## config.mk

```make
export PLATFORM = sky130hd
export DESIGN_NAME = wave_ram_reader_flat
export DESIGN_NICKNAME = d
export VERILOG_FILES = /design/src/rtl/wave_ram_reader_pkg.sv /design/src/rtl/wave_ram_reader_if.sv /design/src/rtl/wave_ram_reader_skid_fifo.sv /design/src/rtl/wave_ram_reader.sv /design/src/flat_wrapper.sv
export SDC_FILE = /design/constraint.sdc
export NUM_CORES = 1
export LEC_CHECK = 0
export BUFFER_PORTS_ARGS = -buffer_cell sky130_fd_sc_hd__buf_4
export CAP_MARGIN = 25
export CELL_PAD_IN_SITES_DETAIL_PLACEMENT = 0
export CELL_PAD_IN_SITES_GLOBAL_PLACEMENT = 1
export CORE_MARGIN = 4
export CORE_UTILIZATION = 35
export CTS_CLUSTER_DIAMETER = 60
export DETAILED_ROUTE_END_ITERATION = 10
export HOLD_SLACK_MARGIN = 0.1
export PLACE_DENSITY_LB_ADDON = 0.1
export SLEW_MARGIN = 5
export SYNTH_ARGS = -nofsm -noshare
export SYNTH_HDL_FRONTEND = slang
export SYNTH_SLANG_ARGS = --single-unit
```

## constraint.sdc

```tcl
create_clock -name rd_clk -period 8.5 [get_ports rd_clk]
set_input_delay 2.125 -clock rd_clk [delete_from_list [all_inputs] [get_ports rd_clk]]
set_output_delay 2.125 -clock rd_clk [all_outputs]
set_load 0.01 [all_outputs]
```

## src/rtl/wave_ram_reader_pkg.sv

```systemverilog
// Shared definitions for the capture-RAM read sequencer: FSM encoding,
// capture RAM geometry and parameter legality checks.
package wave_rd_pkg;

  typedef enum logic [1:0] {
    IDLE  = 2'd0,
    READ  = 2'd1,
    DRAIN = 2'd2
  } wave_rd_state_e;

  // Geometry of the capture RAM this reader is paired with
  localparam int CAP_ADDR_WIDTH = 10;
  localparam int CAP_DATA_WIDTH = 8;

  localparam int RD_LATENCY_MIN = 1;
  localparam int RD_LATENCY_MAX = 2;
  localparam int ADDR_WIDTH_MIN = 1;
  localparam int ADDR_WIDTH_MAX = 20;

  function automatic bit rd_latency_ok(input int lat);
    return (lat >= RD_LATENCY_MIN) && (lat <= RD_LATENCY_MAX);
  endfunction

  function automatic bit addr_width_ok(input int aw);
    return (aw >= ADDR_WIDTH_MIN) && (aw <= ADDR_WIDTH_MAX);
  endfunction

endpackage

```

## src/rtl/wave_ram_reader_if.sv

```systemverilog
// Output sample stream of the capture-RAM reader (valid/ready with last-beat marking).
interface wave_ram_reader_if #(
  parameter int DATA_WIDTH = 8
);
  logic [DATA_WIDTH-1:0] m_data;
  logic                  m_valid;
  logic                  m_ready;
  logic                  m_last;

  modport master (output m_data, output m_valid, output m_last, input m_ready);
  modport slave  (input m_data, input m_valid, input m_last, output m_ready);
endinterface

```

## src/rtl/wave_ram_reader_skid_fifo.sv

```systemverilog
// Shift-register FIFO whose head entry is a register, so the stream outputs
// are glitch-free and hold while the sink stalls.
module wave_rd_skid_fifo #(
  parameter int  DEPTH = 2,
  parameter int  WIDTH = 9,
  localparam int CNTW  = $clog2(DEPTH + 1)
) (
  input  logic             rd_clk,
  input  logic             rd_rst,
  input  logic             flush,
  input  logic             push,
  input  logic [WIDTH-1:0] push_data,
  input  logic             pop,
  output logic [WIDTH-1:0] head_data,
  output logic             head_valid,
  output logic [CNTW-1:0]  count
);

  logic [WIDTH-1:0] mem_q   [DEPTH];
  logic [WIDTH-1:0] mem_nxt [DEPTH];
  logic [CNTW-1:0]  cnt_nxt;
  logic [CNTW-1:0]  wr_idx;
  logic             do_pop;

  always_comb begin
    do_pop  = pop & head_valid;
    wr_idx  = count - CNTW'(do_pop);
    cnt_nxt = count + CNTW'(push) - CNTW'(do_pop);
    for (int i = 0; i < DEPTH; i++) mem_nxt[i] = mem_q[i];
    for (int i = 0; i < DEPTH - 1; i++) begin
      if (do_pop) mem_nxt[i] = mem_q[i + 1];
    end
    // A push lands behind the last surviving entry, which also covers push+pop when full
    for (int i = 0; i < DEPTH; i++) begin
      if (push && (wr_idx == CNTW'(i))) mem_nxt[i] = push_data;
    end
  end

  always_ff @(posedge rd_clk or posedge rd_rst) begin
    if (rd_rst) begin
      count      <= '0;
      head_valid <= 1'b0;
      for (int i = 0; i < DEPTH; i++) mem_q[i] <= '0;
    end else if (flush) begin
      count      <= '0;
      head_valid <= 1'b0;
    end else begin
      count      <= cnt_nxt;
      head_valid <= (cnt_nxt != '0);
      mem_q      <= mem_nxt;
    end
  end

  assign head_data = mem_q[0];

endmodule

```

## src/rtl/wave_ram_reader.sv

```systemverilog
// Read-side sequencer for the capture RAM: walks a circular address range and
// streams the samples out, absorbing RAM read latency under back-pressure.
module wave_ram_reader
  import wave_rd_pkg::*;
#(
  parameter int ADDR_WIDTH = CAP_ADDR_WIDTH,
  parameter int DATA_WIDTH = CAP_DATA_WIDTH,
  parameter int RD_LATENCY = 1
) (
  input  logic                  rd_clk,
  input  logic                  rd_rst,
  input  logic                  start,
  input  logic [ADDR_WIDTH-1:0] start_addr,
  input  logic [ADDR_WIDTH:0]   length,
  input  logic                  abort,
  output logic [ADDR_WIDTH-1:0] ram_rd_addr,
  input  logic [DATA_WIDTH-1:0] ram_rd_data,
  wave_ram_reader_if.master     m,
  output logic                  busy,
  output logic                  done
);

  localparam int DEPTH = RD_LATENCY + 1;
  localparam int CNTW  = $clog2(DEPTH + 1);
  localparam int IFW   = $clog2(RD_LATENCY + 1);
  localparam int CW    = 8;
  localparam logic [ADDR_WIDTH:0] FULL_LEN = {1'b1, {ADDR_WIDTH{1'b0}}};
  localparam logic [ADDR_WIDTH:0] REM_ONE  = 1;

  if (!rd_latency_ok(RD_LATENCY) || !addr_width_ok(ADDR_WIDTH)) begin : g_param_check
    $error("wave_ram_reader: RD_LATENCY or ADDR_WIDTH out of range");
  end

  function automatic logic [ADDR_WIDTH:0] clamp_len(input logic [ADDR_WIDTH:0] len);
    return (len > FULL_LEN) ? FULL_LEN : len;
  endfunction

  wave_rd_state_e          state;
  logic [ADDR_WIDTH:0]     rem;
  logic [RD_LATENCY-1:0]   vld_p;
  logic [RD_LATENCY-1:0]   lst_p;
  logic [CNTW-1:0]         fifo_cnt;
  logic [IFW-1:0]          inflight;
  logic signed [CW-1:0]    credit;
  logic                    pop;
  logic                    issue;
  logic                    push;
  logic                    head_valid;
  logic [DATA_WIDTH:0]     head;

  // Credit reserves a FIFO slot for every read still inside the RAM pipe
  always_comb begin
    pop      = head_valid & m.m_ready;
    inflight = '0;
    for (int i = 0; i < RD_LATENCY; i++) inflight = inflight + IFW'(vld_p[i]);
    credit = $signed(CW'(DEPTH)) - $signed(CW'(fifo_cnt)) - $signed(CW'(inflight))
           + $signed(CW'(pop));
    issue  = (state == READ) && !abort && (credit > 8'sd0);
    push   = vld_p[RD_LATENCY-1];
  end

  always_ff @(posedge rd_clk or posedge rd_rst) begin
    if (rd_rst) begin
      state       <= IDLE;
      ram_rd_addr <= '0;
      rem         <= '0;
      vld_p       <= '0;
      lst_p       <= '0;
      busy        <= 1'b0;
      done        <= 1'b0;
    end else begin
      done  <= 1'b0;
      // Stage boundary: address issue -> RAM read pipe
      vld_p <= (vld_p << 1) | RD_LATENCY'(issue);
      lst_p <= (lst_p << 1) | RD_LATENCY'(issue && (rem == REM_ONE));
      if (abort) begin
        state <= IDLE;
        busy  <= 1'b0;
        vld_p <= '0;
        lst_p <= '0;
      end else begin
        case (state)
          IDLE: begin
            if (start && (length != '0)) begin
              state       <= READ;
              busy        <= 1'b1;
              ram_rd_addr <= start_addr;
              rem         <= clamp_len(length);
            end
          end
          READ: begin
            if (issue) begin
              rem <= rem - REM_ONE;
              if (rem == REM_ONE) state <= DRAIN;
              else ram_rd_addr <= ram_rd_addr + ADDR_WIDTH'(1);
            end
          end
          DRAIN: begin
            if (pop && m.m_last) begin
              state <= IDLE;
              busy  <= 1'b0;
              done  <= 1'b1;
            end
          end
          default: state <= IDLE;
        endcase
      end
    end
  end

  // Stage boundary: RAM read data -> output FIFO
  wave_rd_skid_fifo #(
    .DEPTH (DEPTH),
    .WIDTH (DATA_WIDTH + 1)
  ) u_fifo (
    .rd_clk     (rd_clk),
    .rd_rst     (rd_rst),
    .flush      (abort),
    .push       (push),
    .push_data  ({lst_p[RD_LATENCY-1], ram_rd_data}),
    .pop        (pop),
    .head_data  (head),
    .head_valid (head_valid),
    .count      (fifo_cnt)
  );

  assign m.m_valid = head_valid;
  assign m.m_data  = head[DATA_WIDTH-1:0];
  assign m.m_last  = head[DATA_WIDTH];

endmodule

```

## src/flat_wrapper.sv

```systemverilog
// flat-port wrapper written by rule: the top's interface ports become plain ports
module wave_ram_reader_flat import wave_rd_pkg::*;
#(
  parameter int ADDR_WIDTH = CAP_ADDR_WIDTH,
  parameter int DATA_WIDTH = CAP_DATA_WIDTH,
  parameter int RD_LATENCY = 1
)
  (rd_clk, rd_rst, start, start_addr, length, abort, ram_rd_addr, ram_rd_data, busy, done, m_m_data, m_m_valid, m_m_last, m_m_ready);
  wave_ram_reader_if #(.DATA_WIDTH(DATA_WIDTH)) m_i ();
  input  logic rd_clk;
  input  logic rd_rst;
  input  logic start;
  input  logic [ADDR_WIDTH-1:0] start_addr;
  input  logic [ADDR_WIDTH:0] length;
  input  logic abort;
  output logic [ADDR_WIDTH-1:0] ram_rd_addr;
  input  logic [DATA_WIDTH-1:0] ram_rd_data;
  output logic busy;
  output logic done;
  output wire logic [$bits(m_i.m_data)-1:0] m_m_data;
  output wire logic [$bits(m_i.m_valid)-1:0] m_m_valid;
  output wire logic [$bits(m_i.m_last)-1:0] m_m_last;
  input wire logic [$bits(m_i.m_ready)-1:0] m_m_ready;
  assign m_m_data = m_i.m_data;
  assign m_m_valid = m_i.m_valid;
  assign m_m_last = m_i.m_last;
  assign m_i.m_ready = m_m_ready;
  wave_ram_reader #(.ADDR_WIDTH(ADDR_WIDTH), .DATA_WIDTH(DATA_WIDTH), .RD_LATENCY(RD_LATENCY)) u_core (.rd_clk(rd_clk), .rd_rst(rd_rst), .start(start), .start_addr(start_addr), .length(length), .abort(abort), .ram_rd_addr(ram_rd_addr), .ram_rd_data(ram_rd_data), .m(m_i), .busy(busy), .done(done));
endmodule
```

==> run summary <==
Yosys warnings: 0
Max_slew headroom: 48.45%
Net Sw Power: 0.4322 mW
Worst VDD drop: 0.0001244 V
Clock Skews: 0.01116 ns
CORE AREA: 8217 sq um
Seq/Total Area, Yosys: 40.63%
Final Cycle Share: 56.99%
Final #Nets: 382
Initial Util: 35.98%
Clock Latency Late Sink: 0.30 ns
Status: finished, final reports clean
H-tree depth: 2
Die area: 9982 sq um
Worst Setup Path Type: input port to register
Ys async rst share: 100.0%
Comb power frac: 46.2%
Routed len/inst: 15.35 um
Ant diodes: 0
Switching Share: 39.76%
Die height: 99.91 um
Fin. Hold Viols: 0
Top Family by Delay on Critical Path: adder cells
Largest net degree at the start of global routing: 39
Worst path slowest cell: a2bb2oi_4
Internal power: 0.6547 mW
Leak pwr: 1.564 nW
Most frequent cells after synthesis: 48 x dfrtp_1, 32 x nor2_1, 28 x a21oi_1
Most frequent CP cell: ha_1
# clock sinks: 48
Cell area after synthesis: 2957 sq um
Routed wire length: 6771 um
Clock Path Buffers: 2
Slew Viols, Final: 0
Fin crit period: 4.844 ns
Tightest Hold Check Type: register to register
GRT Total Usage: 13.99%
Port Buf Inserts: 55
Layout cell share with drive strength beyond 1: 30.36%
Mean Syn Cell Area: 10.09 sq um
Synth area leaders: dfrtp_1 41%, a21oi_1 4.7%, ha_1 4.7%
Number of I/O pins: 56
Worst slack at placement: 3.276 ns
Pwr Density: 313.8 nW/um^2
Post-synth net total: 340
Largest stage delay, worst path: 0.42 ns
Peak Freq: 206.4 MHz
Resized Gates After CTS: 0
Post-synth EDFFs: 0
DR vias: 2269
Hold WS: 0.5034 ns
Worst slew pin tran: 0.7732 ns
Row count: 33
Post-synth top area cell: dfrtp_1
Yosys reg bits: 48
Setup TNS Final: 0 ns
Most common cell in the netlist: dfrtp_1
Power Total: 1.087 mW
DP Wirelength: 4892 um
Die Wd: 99.91 um
Top cell type's share of synthesized area: 40.63%
Critical Path Fanout Max: 18
Endpoints failing setup: 0
Number of global-route vias before repair: 2281
First-pass GRT wire length: 11360 um
CP Buf/Inv Count: 3
First-pass DRT Iterations: 4
CTS Buf Count: 5
Initial antenna violation count: 0
CTS tree: yes
Worst path cell trace: buf_4 -> nand2_1 -> inv_1 -> ha_1 -> inv_1 -> ha_1 -> fa_1 -> ha_1 -> or3_4 -> o22ai_4 -> a2bb2oi_4 -> a21oi_4 -> mux2_4
Critical Path Source Type: input port
Post-Syn Instances: 293
Seq pwr share: 38.0%
Worst setup margin: 3.656 ns
Clock transition at the registers of the reported paths: 0.10 ns
GR Overflow Total: 0
Clock Power Share: 15.9%
Number of distinct library cells after synthesis: 58
Post-CTS Setup Bufs: 0
RSZ-0062 raised after global routing: false
# DRC: 0
CTS root buf: clkbuf_8
Initial drt markers: 89
Vias/cell: 5.145
Max-capacitance violation count: 0
Arr. time, crit path: 5.05 ns
CTS Hold Bufs: 0
Layout area overhead: 17.14%
Req. time, crit path: 8.70 ns
Detail Route Antenna Nets: 0
GP Congestion: 0.7134
Setup crit end kind: register
Ys flop type: dfrtp_1
-- power groups by stage --
stage,clock [mW],combinational [mW],sequential [mW]
floorplan,0,0.385,0.406
global placement,0,0.502,0.417
detailed placement,0,0.510,0.418
CTS,0.180,0.511,0.414
global route,0.189,0.569,0.429
finish,0.172,0.502,0.413
-- per-layer routing --
| metal | GRT usage, % | routed length, um |
|---|---|---|
| met2 | 23.35 | 3296 |
| met1 | 18.82 | 3145 |
| met4 | 2.836 | 62 |
| met3 | 2.919 | 267 |
| met5 | 0 | 0 |
-- final cells by class --
class	instances	area, sq um
Sequential cell	48	1201
Fill cell	845	4753
Tap cell	105	131.4
Timing Repair Buffer	57	440.4
Inverter	14	52.55
Clock buffer	5	68.82
Multi-Input combinational cell	209	1521
Clock inverter	3	47.55
-- cell families (layout without fill, tap and decap cells) --
logic type / Yosys count / count (layout) / synth area share, %
AOI/OAI and AO/OA: 91 / 91 / 21.96
xor gates and xnor gates: 3 / 3 / 0.8889
adders and majority gates: 13 / 13 / 6.009
buffers and inverters: 36 / 79 / 7.998
DFF: 48 / 48 / 40.63
muxes: 19 / 19 / 6.983
and+or+nand+nor: 83 / 83 / 15.53
-- state kept, by name, summed over array words and instances, names as in the netlist, 2 cells and up --
| name | cells |
|---|---|
| u_core.ram_rd_addr | 10 |
| u_core.rem | 11 |
| u_core.state | 2 |
| u_core.u_fifo.count | 2 |
| u_core.u_fifo.head_data | 9 |
| u_core.u_fifo.mem_q | 9 |
-- final timing paths --
check                                         end                startpoint  slack, ns  depth (start not counted)
min in group asynchronous   u_core.ram_rd_addr[9]                    rd_rst       1.76                          2
hold / removal             u_core.u_fifo.mem_q[8]              u_core.lst_p       0.50                          1
hold reg to reg            u_core.u_fifo.mem_q[8]              u_core.lst_p       0.50                          1
setup reg to reg            u_core.ram_rd_addr[1]  u_core.u_fifo.head_valid       5.17                         12
setup / recovery            u_core.ram_rd_addr[1]                 m_m_ready       3.66                         13
max in group asynchronous   u_core.ram_rd_addr[4]                    rd_rst       6.24                          3
-- placed cells by master (no fill, tap or decap), types with 2 or more instances in the layout --
cell and count:
a21oi_1 28, a21oi_2 8, a31oi_1 6, a32oi_1 7
and3_1 2, and3b_1 2, buf_4 56, clkbuf_8 5
clkinv_4 2, dfrtp_1 48, fa_1 2, ha_1 11
inv_1 13, mux2_2 9, mux2i_1 9, nand2_1 14
nand2b_1 2, nand3_1 8, nand4_1 2, nor2_1 32
nor3_1 3, nor4_4 2, o21ai_0 23, o22ai_1 2
o31ai_1 2, or3_1 2, or3_4 2, or4_1 2
xnor2_1 2
-- per-stage QoR --
stage,util [%],instances,cell area (sq um)
after CTS,42.15,441,3463
after floorplan,-,293,2957
after global placement,40.49,432,3327
after global routing,42.15,441,3463
final,42.15,441,3463
after detailed placement,40.73,433,3347
Power figures use the tool's default switching activity.
